[config.mk]
export PLATFORM = sky130hd
export DESIGN_NAME = mem_stage
export DESIGN_NICKNAME = d
export VERILOG_FILES = /design/src/rtl/mem_stage_pkg.sv /design/src/rtl/mem_stage_wdog.sv /design/src/rtl/mem_stage.sv
export SDC_FILE = /design/constraint.sdc
export NUM_CORES = 1
export LEC_CHECK = 0
export BUFFER_PORTS_ARGS = -buffer_cell sky130_fd_sc_hd__buf_2
export CAP_MARGIN = 20
export CORE_ASPECT_RATIO = 0.8
export CORE_MARGIN = 1
export CORE_UTILIZATION = 34
export DETAILED_ROUTE_END_ITERATION = 10
export GPL_TIMING_DRIVEN = 0
export SKIP_CTS_REPAIR_TIMING = 1
export SYNTH_ARGS = -nofsm -noshare
export SYNTH_HDL_FRONTEND = slang
export SYNTH_SLANG_ARGS = --single-unit
[constraint.sdc]
create_clock -name clk -period 4 [get_ports clk]
set_clock_uncertainty 0.1 [all_clocks]
set_input_delay 1 -clock clk [delete_from_list [all_inputs] [get_ports clk]]
set_output_delay 1 -clock clk [all_outputs]
set_load 0.05 [all_outputs]
[src/rtl/mem_stage_pkg.sv]
`default_nettype none
// ============================================================================
// Module      : mem_stage_pkg
// Description : Shared widths, default error data and FSM state encoding
//               for the pipeline memory-access stage.
// Revision    : 1.0 - initial release
// ============================================================================
package mem_stage_pkg;

  localparam int ADDR_W = 16;
  localparam int DATA_W = 16;
  localparam int REG_W  = 4;

  localparam logic [DATA_W-1:0] DEF_ERR_DATA = 16'hDEAD;

  typedef enum logic [1:0] {
    IDLE = 2'd0,
    REQ  = 2'd1,
    RESP = 2'd2
  } state_e;

endpackage
`default_nettype wire

[src/rtl/mem_stage_wdog.sv]
`default_nettype none
// ============================================================================
// Module      : mem_wdog
// Description : Access watchdog; counts enabled cycles since the last clear
//               and flags expiry on the TIMEOUT-th enabled cycle.
// Revision    : 1.0 - initial release
// ============================================================================
module mem_wdog #(
  parameter int TIMEOUT = 255
) (
  input  logic clk,
  input  logic rst,
  input  logic clear_i,
  input  logic en_i,
  output logic expired_o
);

  localparam logic [7:0] c_LIMIT = 8'(TIMEOUT - 1);

  logic [7:0] cnt_q;

  always_ff @(posedge clk or posedge rst) begin
    if (rst) begin
      cnt_q <= '0;
    end else if (clear_i) begin
      cnt_q <= '0;
    end else if (en_i) begin
      cnt_q <= cnt_q + 8'd1;
    end
  end

  // Fires during the cycle that would be the TIMEOUT-th un-acknowledged one.
  assign expired_o = en_i & (cnt_q >= c_LIMIT);

endmodule
`default_nettype wire

[src/rtl/mem_stage.sv]
`default_nettype none
// ============================================================================
// Module      : mem_stage
// Description : Memory-access pipeline stage with req/ready data-memory
//               handshake, timeout watchdog and MEM/WB bubble insertion.
//               Optional stall-cycle counter enabled by MEM_PERF_CNT_EN.
// Revision    : 1.0 - initial release
// ============================================================================
module mem_stage
  import mem_stage_pkg::*;
#(
  parameter int                TIMEOUT  = 255,
  parameter logic [DATA_W-1:0] ERR_DATA = DEF_ERR_DATA
) (
  input  logic              clk,
  input  logic              rst,
  input  logic              in_valid,
  input  logic              in_mem_rd,
  input  logic              in_mem_wr,
  input  logic [ADDR_W-1:0] in_addr,
  input  logic [DATA_W-1:0] in_wdata,
  input  logic              in_hlt,
  input  logic              in_WriteReg,
  input  logic [REG_W-1:0]  in_DstReg,
  input  logic [DATA_W-1:0] in_DstData,
  output logic              stall,
  output logic              mem_req,
  output logic              mem_we,
  output logic [ADDR_W-1:0] mem_addr,
  output logic [DATA_W-1:0] mem_wdata,
  input  logic              mem_ready,
  input  logic [DATA_W-1:0] mem_rdata,
  output logic              memwb_en,
  output logic              d_hlt,
  output logic              d_from_mem,
  output logic              d_WriteReg,
  output logic [REG_W-1:0]  d_DstReg,
  output logic [DATA_W-1:0] d_MemData,
  output logic [DATA_W-1:0] d_DstData,
  output logic              mem_err,
  output logic [15:0]       stall_cycles
);

  state_e              state_q;
  logic                req_q;
  logic                we_q;
  logic [ADDR_W-1:0]   addr_q;
  logic [DATA_W-1:0]   wdata_q;
  logic                hlt_q;
  logic                wreg_q;
  logic [REG_W-1:0]    dst_q;
  logic [DATA_W-1:0]   dstdata_q;
  logic [DATA_W-1:0]   rdata_q;
  logic                err_q;

  logic                w_mem_op;
  logic                w_expired;

  assign w_mem_op = in_valid & (in_mem_rd | in_mem_wr);

  mem_wdog #(
    .TIMEOUT (TIMEOUT)
  ) u_wdog (
    .clk       (clk),
    .rst       (rst),
    .clear_i   (state_q == IDLE),
    .en_i      ((state_q == REQ) & ~mem_ready),
    .expired_o (w_expired)
  );

  always_ff @(posedge clk or posedge rst) begin
    if (rst) begin
      state_q   <= IDLE;
      req_q     <= 1'b0;
      we_q      <= 1'b0;
      addr_q    <= '0;
      wdata_q   <= '0;
      hlt_q     <= 1'b0;
      wreg_q    <= 1'b0;
      dst_q     <= '0;
      dstdata_q <= '0;
      rdata_q   <= '0;
      err_q     <= 1'b0;
    end else begin
      case (state_q)
        IDLE: begin
          if (w_mem_op) begin
            // A simultaneous rd+wr is resolved as a store.
            we_q      <= in_mem_wr;
            addr_q    <= in_addr;
            wdata_q   <= in_wdata;
            hlt_q     <= in_hlt;
            wreg_q    <= in_WriteReg;
            dst_q     <= in_DstReg;
            dstdata_q <= in_DstData;
            req_q     <= 1'b1;
            state_q   <= REQ;
          end
        end
        REQ: begin
          if (mem_ready) begin
            rdata_q <= mem_rdata;
            req_q   <= 1'b0;
            state_q <= RESP;
          end else if (w_expired) begin
            rdata_q <= ERR_DATA;
            err_q   <= 1'b1;
            req_q   <= 1'b0;
            state_q <= RESP;
          end
        end
        RESP: begin
          state_q <= IDLE;
        end
        default: begin
          state_q <= IDLE;
        end
      endcase
    end
  end

  always_comb begin
    stall      = 1'b0;
    d_hlt      = 1'b0;
    d_from_mem = 1'b0;
    d_WriteReg = 1'b0;
    d_DstReg   = '0;
    d_DstData  = '0;
    d_MemData  = '0;
    case (state_q)
      IDLE: begin
        if (w_mem_op) begin
          // Held low under reset so an abandoned access releases the pipe at once.
          stall = ~rst;
        end else begin
          d_hlt      = in_valid & in_hlt;
          d_WriteReg = in_valid & in_WriteReg;
          d_DstReg   = in_DstReg;
          d_DstData  = in_DstData;
        end
      end
      REQ: begin
        stall = 1'b1;
      end
      RESP: begin
        d_hlt      = hlt_q;
        d_WriteReg = wreg_q;
        d_DstReg   = dst_q;
        d_DstData  = dstdata_q;
        d_from_mem = ~we_q;
        d_MemData  = rdata_q;
      end
      default: begin
        stall = 1'b0;
      end
    endcase
  end

  assign memwb_en  = 1'b1;
  assign mem_req   = req_q;
  assign mem_we    = we_q;
  assign mem_addr  = addr_q;
  assign mem_wdata = wdata_q;
  assign mem_err   = err_q;

`ifdef MEM_PERF_CNT_EN
  logic [15:0] stall_cnt_q;

  always_ff @(posedge clk or posedge rst) begin
    if (rst) begin
      stall_cnt_q <= '0;
    end else if (stall && (stall_cnt_q != 16'hFFFF)) begin
      stall_cnt_q <= stall_cnt_q + 16'd1;
    end
  end

  assign stall_cycles = stall_cnt_q;
`else
  assign stall_cycles = 16'd0;
`endif

endmodule
`default_nettype wire
==> reports/metrics.cfg, run 1 <==
[worst_hold_path]
hold_depth=1
min_from=mem_err
hold_end=mem_err
hold_class=reg2reg

[timing]
slew_headroom_pct=64.5
hold_viol_final=0
slew_viol_final=0
rsz0062_at_grt=false
fin_setup_tns_ns=0
setup_viol=0
timing.hold.ws_ns=0.390
tightest_slew_ns=0.531
finalCritPeriodShare_pct=92.4
period_minus_slack_ns=3.70
fmax_mhz=270

[setup_path]
regToRegSetupSlack_ns=2.03
crit_arrival_ns=2.60
critPathMaxFanout=10
start_kind=input pin
worstSetupPathType=in2out
reg2regPathDepth=5
reg2reg_to=rdata_q[2]
end_kind=output port
cp_slowest_cell=clkbuf_1
max_stage_delay_ns=0.43
r2r_start=state_q[0]
cpMostUsedCell=buf_2
worstPathRequired_ns=2.90
crit_path_cell_trace=buf_2, o21a_1, nor3_2, clkbuf_1, a22o_1, buf_2

[drt]
detail_route.wl_per_cell_um=14.7
firstDrtPassIters=4
drc_errors=0
drt-vias-per-instance=4.80
drt-initial-drc-count=73
num_vias=3121
routed_wl_um=9550
ant_nets=0

[logic_synthesis]
synthArstFlopShare_pct=100
synth_edf_count=0
yosys_warnings=0
synthDistinctLibCells=39
syn_area_per_cell_sq_um=11.9
ys_seq_elements=83
synth_area_sq_um=3830
netlist_instances=323
ys.flop_type=dfrtp_1
ys_seq_area_share_pct=54.2

[cts]
clk_latency_ns=0.33
tritoncts=done
clk_path_buf_depth=2
clk_pin_slew_worst_paths_ns=0.06
numCtsBuffers=9
clock-sinks=83
htree_levels=3
cts_root_buffer=clkbuf_16

[power_and_ir_drop]
pwr-share-comb_pct=41.3
p_leak_uw=0.00252
pwr_density_cell_nw_per_um2=692
power.internal_uw=2080
swShare_pct=41.9
seqPwrFrac_pct=35.5
clkPwrFrac_pct=23.2
p_sw_uw=1500
vdd_ir_drop_max_uv=376

[floorplan]
dieWidth_um=121
die-area_sq_um=11700
start_util_pct=35.1
core_area_sq_um=10900
ios=168
die_h_um=97.0
num_rows=34

[place]
port_buffers=150
globalplace.congestion=0.733
dp_hpwl_um=7140

[run_status]
status=complete, no violations

[run]
maxCapViolCount=0

[global_routing]
grt_pass1_wl_um=15100
grt_use_total_pct=16.6
grt_antenna_before_repair=0
grt_max_degree=39
grt_overflow=0
grt_pass1_vias=3055

[cells_and_area]
final_nets=579
fillCellCount=1028
num_antenna_cells=0
drive_above_1_share_pct=49.0
areaGrowthSynthToFinish_pct=34.7

[synthesized netlist by cell type, types with 2 or more instances]
cell / instances / area, sq um
o211ai_1: 2 / 15.0
nand2_1: 7 / 26.3
conb_1: 2 / 7.51
nor2b_1: 3 / 18.8
a21oi_1: 15 / 75.1
mux2_2: 56 / 631
or4_1: 2 / 15.0
a22oi_1: 5 / 37.5
nor2_1: 15 / 56.3
o22ai_1: 11 / 68.8
clkbuf_1: 14 / 52.6
o21a_1: 2 / 15.0
or3_1: 2 / 12.5
nand3_1: 3 / 15.0
nand2b_1: 6 / 37.5
o21ai_0: 11 / 55.1
a22o_1: 21 / 184
ha_1: 2 / 25.0
buf_2: 6 / 30.0
dfrtp_1: 83 / 2080
inv_1: 4 / 15.0
and2_1: 17 / 106
buf_4: 17 / 128
a32o_1: 2 / 20.0
[worst max path at each step]
stage / end / slack [ns] / startpoint
after floorplan: stall / 0.18 / rst
after global placement: stall / -0.54 / rst
after detailed placement: d_DstData[4] / 0.06 / in_mem_wr
after CTS: d_DstData[4] / 0.06 / in_mem_wr
after global routing: d_DstData[6] / 0.17 / in_mem_wr
final: d_DstData[4] / 0.30 / in_mem_wr
[per-stage QoR]
step,total power (uW),setup WS (ns),util (%),area (sq um),instances
finish,3580,0.302,47.3,5170,650
global route,3770,0.166,47.3,5170,650
CTS,3620,0.0638,47.2,5160,650
detailed placement,2770,0.0626,44.5,4870,634
global placement,2730,-0.541,44.1,4830,632
floorplan,2410,0.176,-,3890,338
[critical path, delay by kind of cell]
kind                   cells  cell delay (ns)
AND/OR/NAND/NOR            1             0.30
buffers and inverters      3             0.82
AO/OA/AOI/OAI              2             0.46
[cell families (layout without fill, tap and decap cells)]
family	count (synthesis)	in the layout	synth area share, %
AO/OA/AOI/OAI	73	73	13.1
adder cells (fa/ha/maj)	2	2	0.652
buffers and inverters	42	210	6.00
flip-flops	83	83	54.2
multiplexers	57	57	16.7
other	2	17	0.196
AND/OR/NAND/NOR	64	64	9.20
[routing by layer]
layer / global-route usage, % / share of wire [%] / wire [um]
met3: 6.37 / 8.2 / 780
met5: 0 / 0 / 0
met1: 20.7 / 44 / 4200
met4: 5.41 / 1.2 / 110
met2: 26.3 / 47 / 4450
[power groups by stage]
| stage | Sequential, uW | Clock (uW) | Combinational [uW] |
|---|---|---|---|
| 2_1_floorplan | 1690 | 0 | 723 |
| 3_3_place_gp | 1270 | 0 | 1460 |
| 6_report | 1270 | 831 | 1480 |
| 5_1_grt | 1310 | 889 | 1570 |
| 3_5_place_dp | 1280 | 0 | 1490 |
| 4_1_cts | 1270 | 861 | 1490 |
[final cells by class]
class                      instances  area (sq um)  area share (%)
tap                              144           180            3.49
buffer                            38           215            4.16
clock inverter                     3          46.3           0.896
multi-input combinational        213          1590            30.8
timing repair buffer             152           791            15.3
clock buffer                      13           250            4.84
inverter                           4          18.8           0.363
sequential                        83          2080            40.2
[registers in the layout, indices dropped and copies added (netlist names)]
name          cells
mem_err           1
mem_addr         16
dst_q             4
wreg_q            1
state_q           2
mem_wdata        16
rdata_q          16
u_wdog.cnt_q      8
mem_req           1
hlt_q             1
mem_we            1
dstdata_q        16
[cell usage in the layout, fill, tap and decap left out, types with 2 or more instances in the layout]
| cell | instances |
|---|---|
| buf_2 | 156 |
| dfrtp_1 | 83 |
| mux2_2 | 56 |
| a22o_1 | 21 |
| clkbuf_1 | 17 |
| and2_1 | 17 |
| buf_4 | 17 |
| conb_1 | 17 |
| nor2_1 | 15 |
| a21oi_1 | 15 |
| o22ai_1 | 11 |
| o21ai_0 | 11 |
| clkbuf_16 | 9 |
| nand2_1 | 7 |
| nand2b_1 | 6 |
| a22oi_1 | 5 |
| nor2b_1 | 3 |
| inv_1 | 3 |
| nand3_1 | 3 |
| o211ai_1 | 2 |
| o21a_1 | 2 |
| or3_1 | 2 |
| or4_1 | 2 |
| clkinvlp_4 | 2 |
| a32o_1 | 2 |
| ha_1 | 2 |
| buf_12 | 2 |
Note: power is estimated with default switching activity, not from simulation.
==> inputs of run 2 (changes only) <==
--- a/config.mk
+++ b/config.mk
@@ -5,6 +5,7 @@
 export SDC_FILE = /design/constraint.sdc
 export NUM_CORES = 1
 export LEC_CHECK = 0
+export ABC_AREA = 1
 export BUFFER_PORTS_ARGS = -buffer_cell sky130_fd_sc_hd__buf_2
 export CAP_MARGIN = 20
 export CORE_ASPECT_RATIO = 0.8
==> run 2 against run 1 <==
Sequential share of layout area decreased by 1.6 points. Area after synthesis is 5.7% higher. Sequential power is 3% lower. Critical endpoint is now stall. Maximum frequency is 6.6% higher. Critical path type unchanged. Worst hold slack worse by 0.025 ns. Worst setup slack improved by 0.23 ns. Flip-flop and latch count is the same. Combinational power barely moved.
==> reports/metrics.cfg, run 2 <==
[cts]
clock-sinks=83  ; unchanged
clk_path_buf_depth=2  ; unchanged
clk_latency_ns=0.32  ; about the same
numCtsBuffers=9  ; unchanged
htree_levels=3  ; unchanged
cts_root_buffer=clkbuf_16
clk_pin_slew_worst_paths_ns=0.06  ; about the same
tritoncts=done

[run_status]
status=complete, no violations

[logic_synthesis]
yosys.area.top_type=dfrtp_1
netlist_instances=481  ; +49%
ys.flop_type=dfrtp_1
synthTopCellsByArea=dfrtp_1 51%, nand2_1 11%, nand3_1 7.3%
synth_area_sq_um=4050  ; +5.7%
synth_edf_count=0  ; unchanged
yosysTopAreaCellShare_pct=51.2  ; -2.9 points
synth.most_common_cell=nand2_1
syn_area_per_cell_sq_um=8.43  ; -29%
synthDistinctLibCells=28  ; -28%
synth_common_cells=118 x nand2_1, 83 x dfrtp_1, 59 x nand3_1
synthArstFlopShare_pct=100  ; unchanged
ys_seq_area_share_pct=51.2  ; -2.9 points
yosys_warnings=0  ; unchanged
ys_seq_elements=83  ; unchanged

[floorplan]
die_h_um=99.7  ; +2.8%
num_rows=35  ; +2.9%
ios=168  ; unchanged
start_util_pct=35.1  ; about the same
dieWidth_um=124  ; +2.8%
core_area_sq_um=11600  ; +5.7%
die-area_sq_um=12400  ; +5.6%

[global_routing]
grt_overflow=0  ; unchanged
grt_max_degree=43  ; +10%
grt_pass1_vias=3379  ; +11%
grt_antenna_before_repair=0  ; unchanged
grt_pass1_wl_um=16400  ; +8.8%
grt_use_total_pct=17.1  ; +0.54 points

[place]
globalplace.congestion=0.808  ; +10%
dp_hpwl_um=7800  ; +9.2%
dp_slack_ns=0.478  ; +0.416 ns
port_buffers=150  ; unchanged

[drt]
drt-initial-drc-count=93  ; +27%
drt-vias-per-instance=4.56  ; -5.1%
ant_nets=0  ; unchanged
detail_route.wl_per_cell_um=12.7  ; -13%
firstDrtPassIters=4  ; unchanged
drc_errors=0  ; unchanged
num_vias=3686  ; +18%
routed_wl_um=10300  ; +7.7%

[setup_path]
worstPathRequired_ns=2.90  ; about the same
end_kind=output port
critPathMaxFanout=42  ; +32
crit_path_cell_trace=buf_2, clkinvlp_4, buf_12, buf_12, nand2_1, a21oi_1, buf_2
start_kind=input pin
worstSetupPathType=in2out
cp_slowest_cell=buf_2
max_stage_delay_ns=0.29  ; -0.14 ns
crit_arrival_ns=2.37  ; -0.23 ns

[timing]
fmax_mhz=288  ; +6.6%
slew_viol_final=0  ; unchanged
period_minus_slack_ns=3.47  ; -0.228 ns
setup_viol=0  ; unchanged
slew_headroom_pct=65.3  ; +0.85 points
rsz0062_at_grt=false
timing.hold.ws_ns=0.365  ; -0.0251 ns
tightest_slew_ns=0.520  ; -0.0108 ns
finalCritPeriodShare_pct=86.7  ; -5.7 points
layout_setup_ws_ns=0.530  ; +0.228 ns
hold_viol_final=0  ; unchanged

[cells_and_area]
num_antenna_cells=0  ; unchanged
layout_common_cells=160 x buf_2, 118 x nand2_1, 83 x dfrtp_1
areaGrowthSynthToFinish_pct=32.7
layout_commonest_cell=buf_2
fillCellCount=1153  ; +12%
drive_above_1_share_pct=35.4  ; -14 points
final_nets=737  ; +27%

[run]
maxCapViolCount=0  ; unchanged

[power_and_ir_drop]
pwr_density_cell_nw_per_um2=656  ; -5.3%
p_leak_uw=0.00302  ; +20%
vdd_ir_drop_max_uv=320  ; -15%

[worst_hold_path]
hold_class=reg2reg

[run 2: cell count changes after synthesis, moves of 8 or more]
cell and change:
o22ai_1 -9, clkbuf_1 -8, mux2_2 -56, a31oi_1 +11
a22o_1 -21, a21oi_1 -10, inv_1 +45, and2_1 -17
nand2_1 +111, nand3_1 +56, o21ai_0 +18, nor2_1 +25
o21ai_2 +20
[run 2: where the power goes]
| group | leakage (uW) | internal (uW) | switching, uW |
|---|---|---|---|
| logic | 0.00185 | 362 | 1130 |
| registers | 0.00102 | 1100 | 121 |
| clock network | 0.000140 | 507 | 304 |
| total | 0.00302 | 1970 | 1560 |
[run 2: final timing paths]
check,from,endpoint,slack [ns],cells past startpoint
max,rst,stall,0.53,7
max in group asynchronous,rst,mem_wdata[13],2.56,4
min reg2reg,mem_wdata[1],mem_wdata[1],0.36,2
min in group asynchronous,rst,rdata_q[8],0.51,2
max reg2reg,u_wdog.cnt_q[0],rdata_q[13],2.49,7
min,mem_wdata[1],mem_wdata[1],0.36,2
[run 2: kinds of logic after synthesis]
kind of cell,after synthesis,share of synthesized area (%)
AND/OR/NAND/NOR,226,24.6
XOR/XNOR,1,0.216
adder cells (fa/ha/maj),2,0.617
buffers and inverters,96,12.1
AO/OA/AOI/OAI,71,11.1
other,2,0.185
flip-flops,83,51.2
[run 2: metrics by stage]
step                      util (%)  cells  total power [uW]  setup TNS [ns]  cell area [sq um]
after global placement        43.7    794              2710          -0.522               5050
after CTS                     46.5    809              3580               0               5380
after global routing          46.5    809              3750               0               5380
after floorplan                  -    496              2370               0               4110
final                         46.5    809              3530               0               5380
after detailed placement      44.0    796              2740               0               5090
[run 2: critical path, delay by kind of cell]
kind | cells | cell delay, ns
buffers and inverters | 5 | 1.10
and+or+nand+nor | 1 | 0.09
AOI/OAI and AO/OA | 1 | 0.15
[run 2: final cells by class]
| cell class | instances | area [sq um] | area share [%] |
|---|---|---|---|
| plain buffers | 42 | 287 | 5.33 |
| clock buffers | 11 | 253 | 4.70 |
| clock inverters | 2 | 37.5 | 0.698 |
| inverters | 54 | 208 | 3.86 |
| multi-input cells | 317 | 1540 | 28.7 |
| flip-flops and latches | 83 | 2080 | 38.6 |
| well taps | 148 | 185 | 3.44 |
| repair buffers | 152 | 791 | 14.7 |
[run 2: metal layers]
metal	up-vias	GRT usage (%)	share of wire, %
li1	1852	-	-
met2	123	26.7	45
met5	-	0	0
met4	0	3.57	0.72
met1	1704	22.6	46
met3	7	6.54	8.2
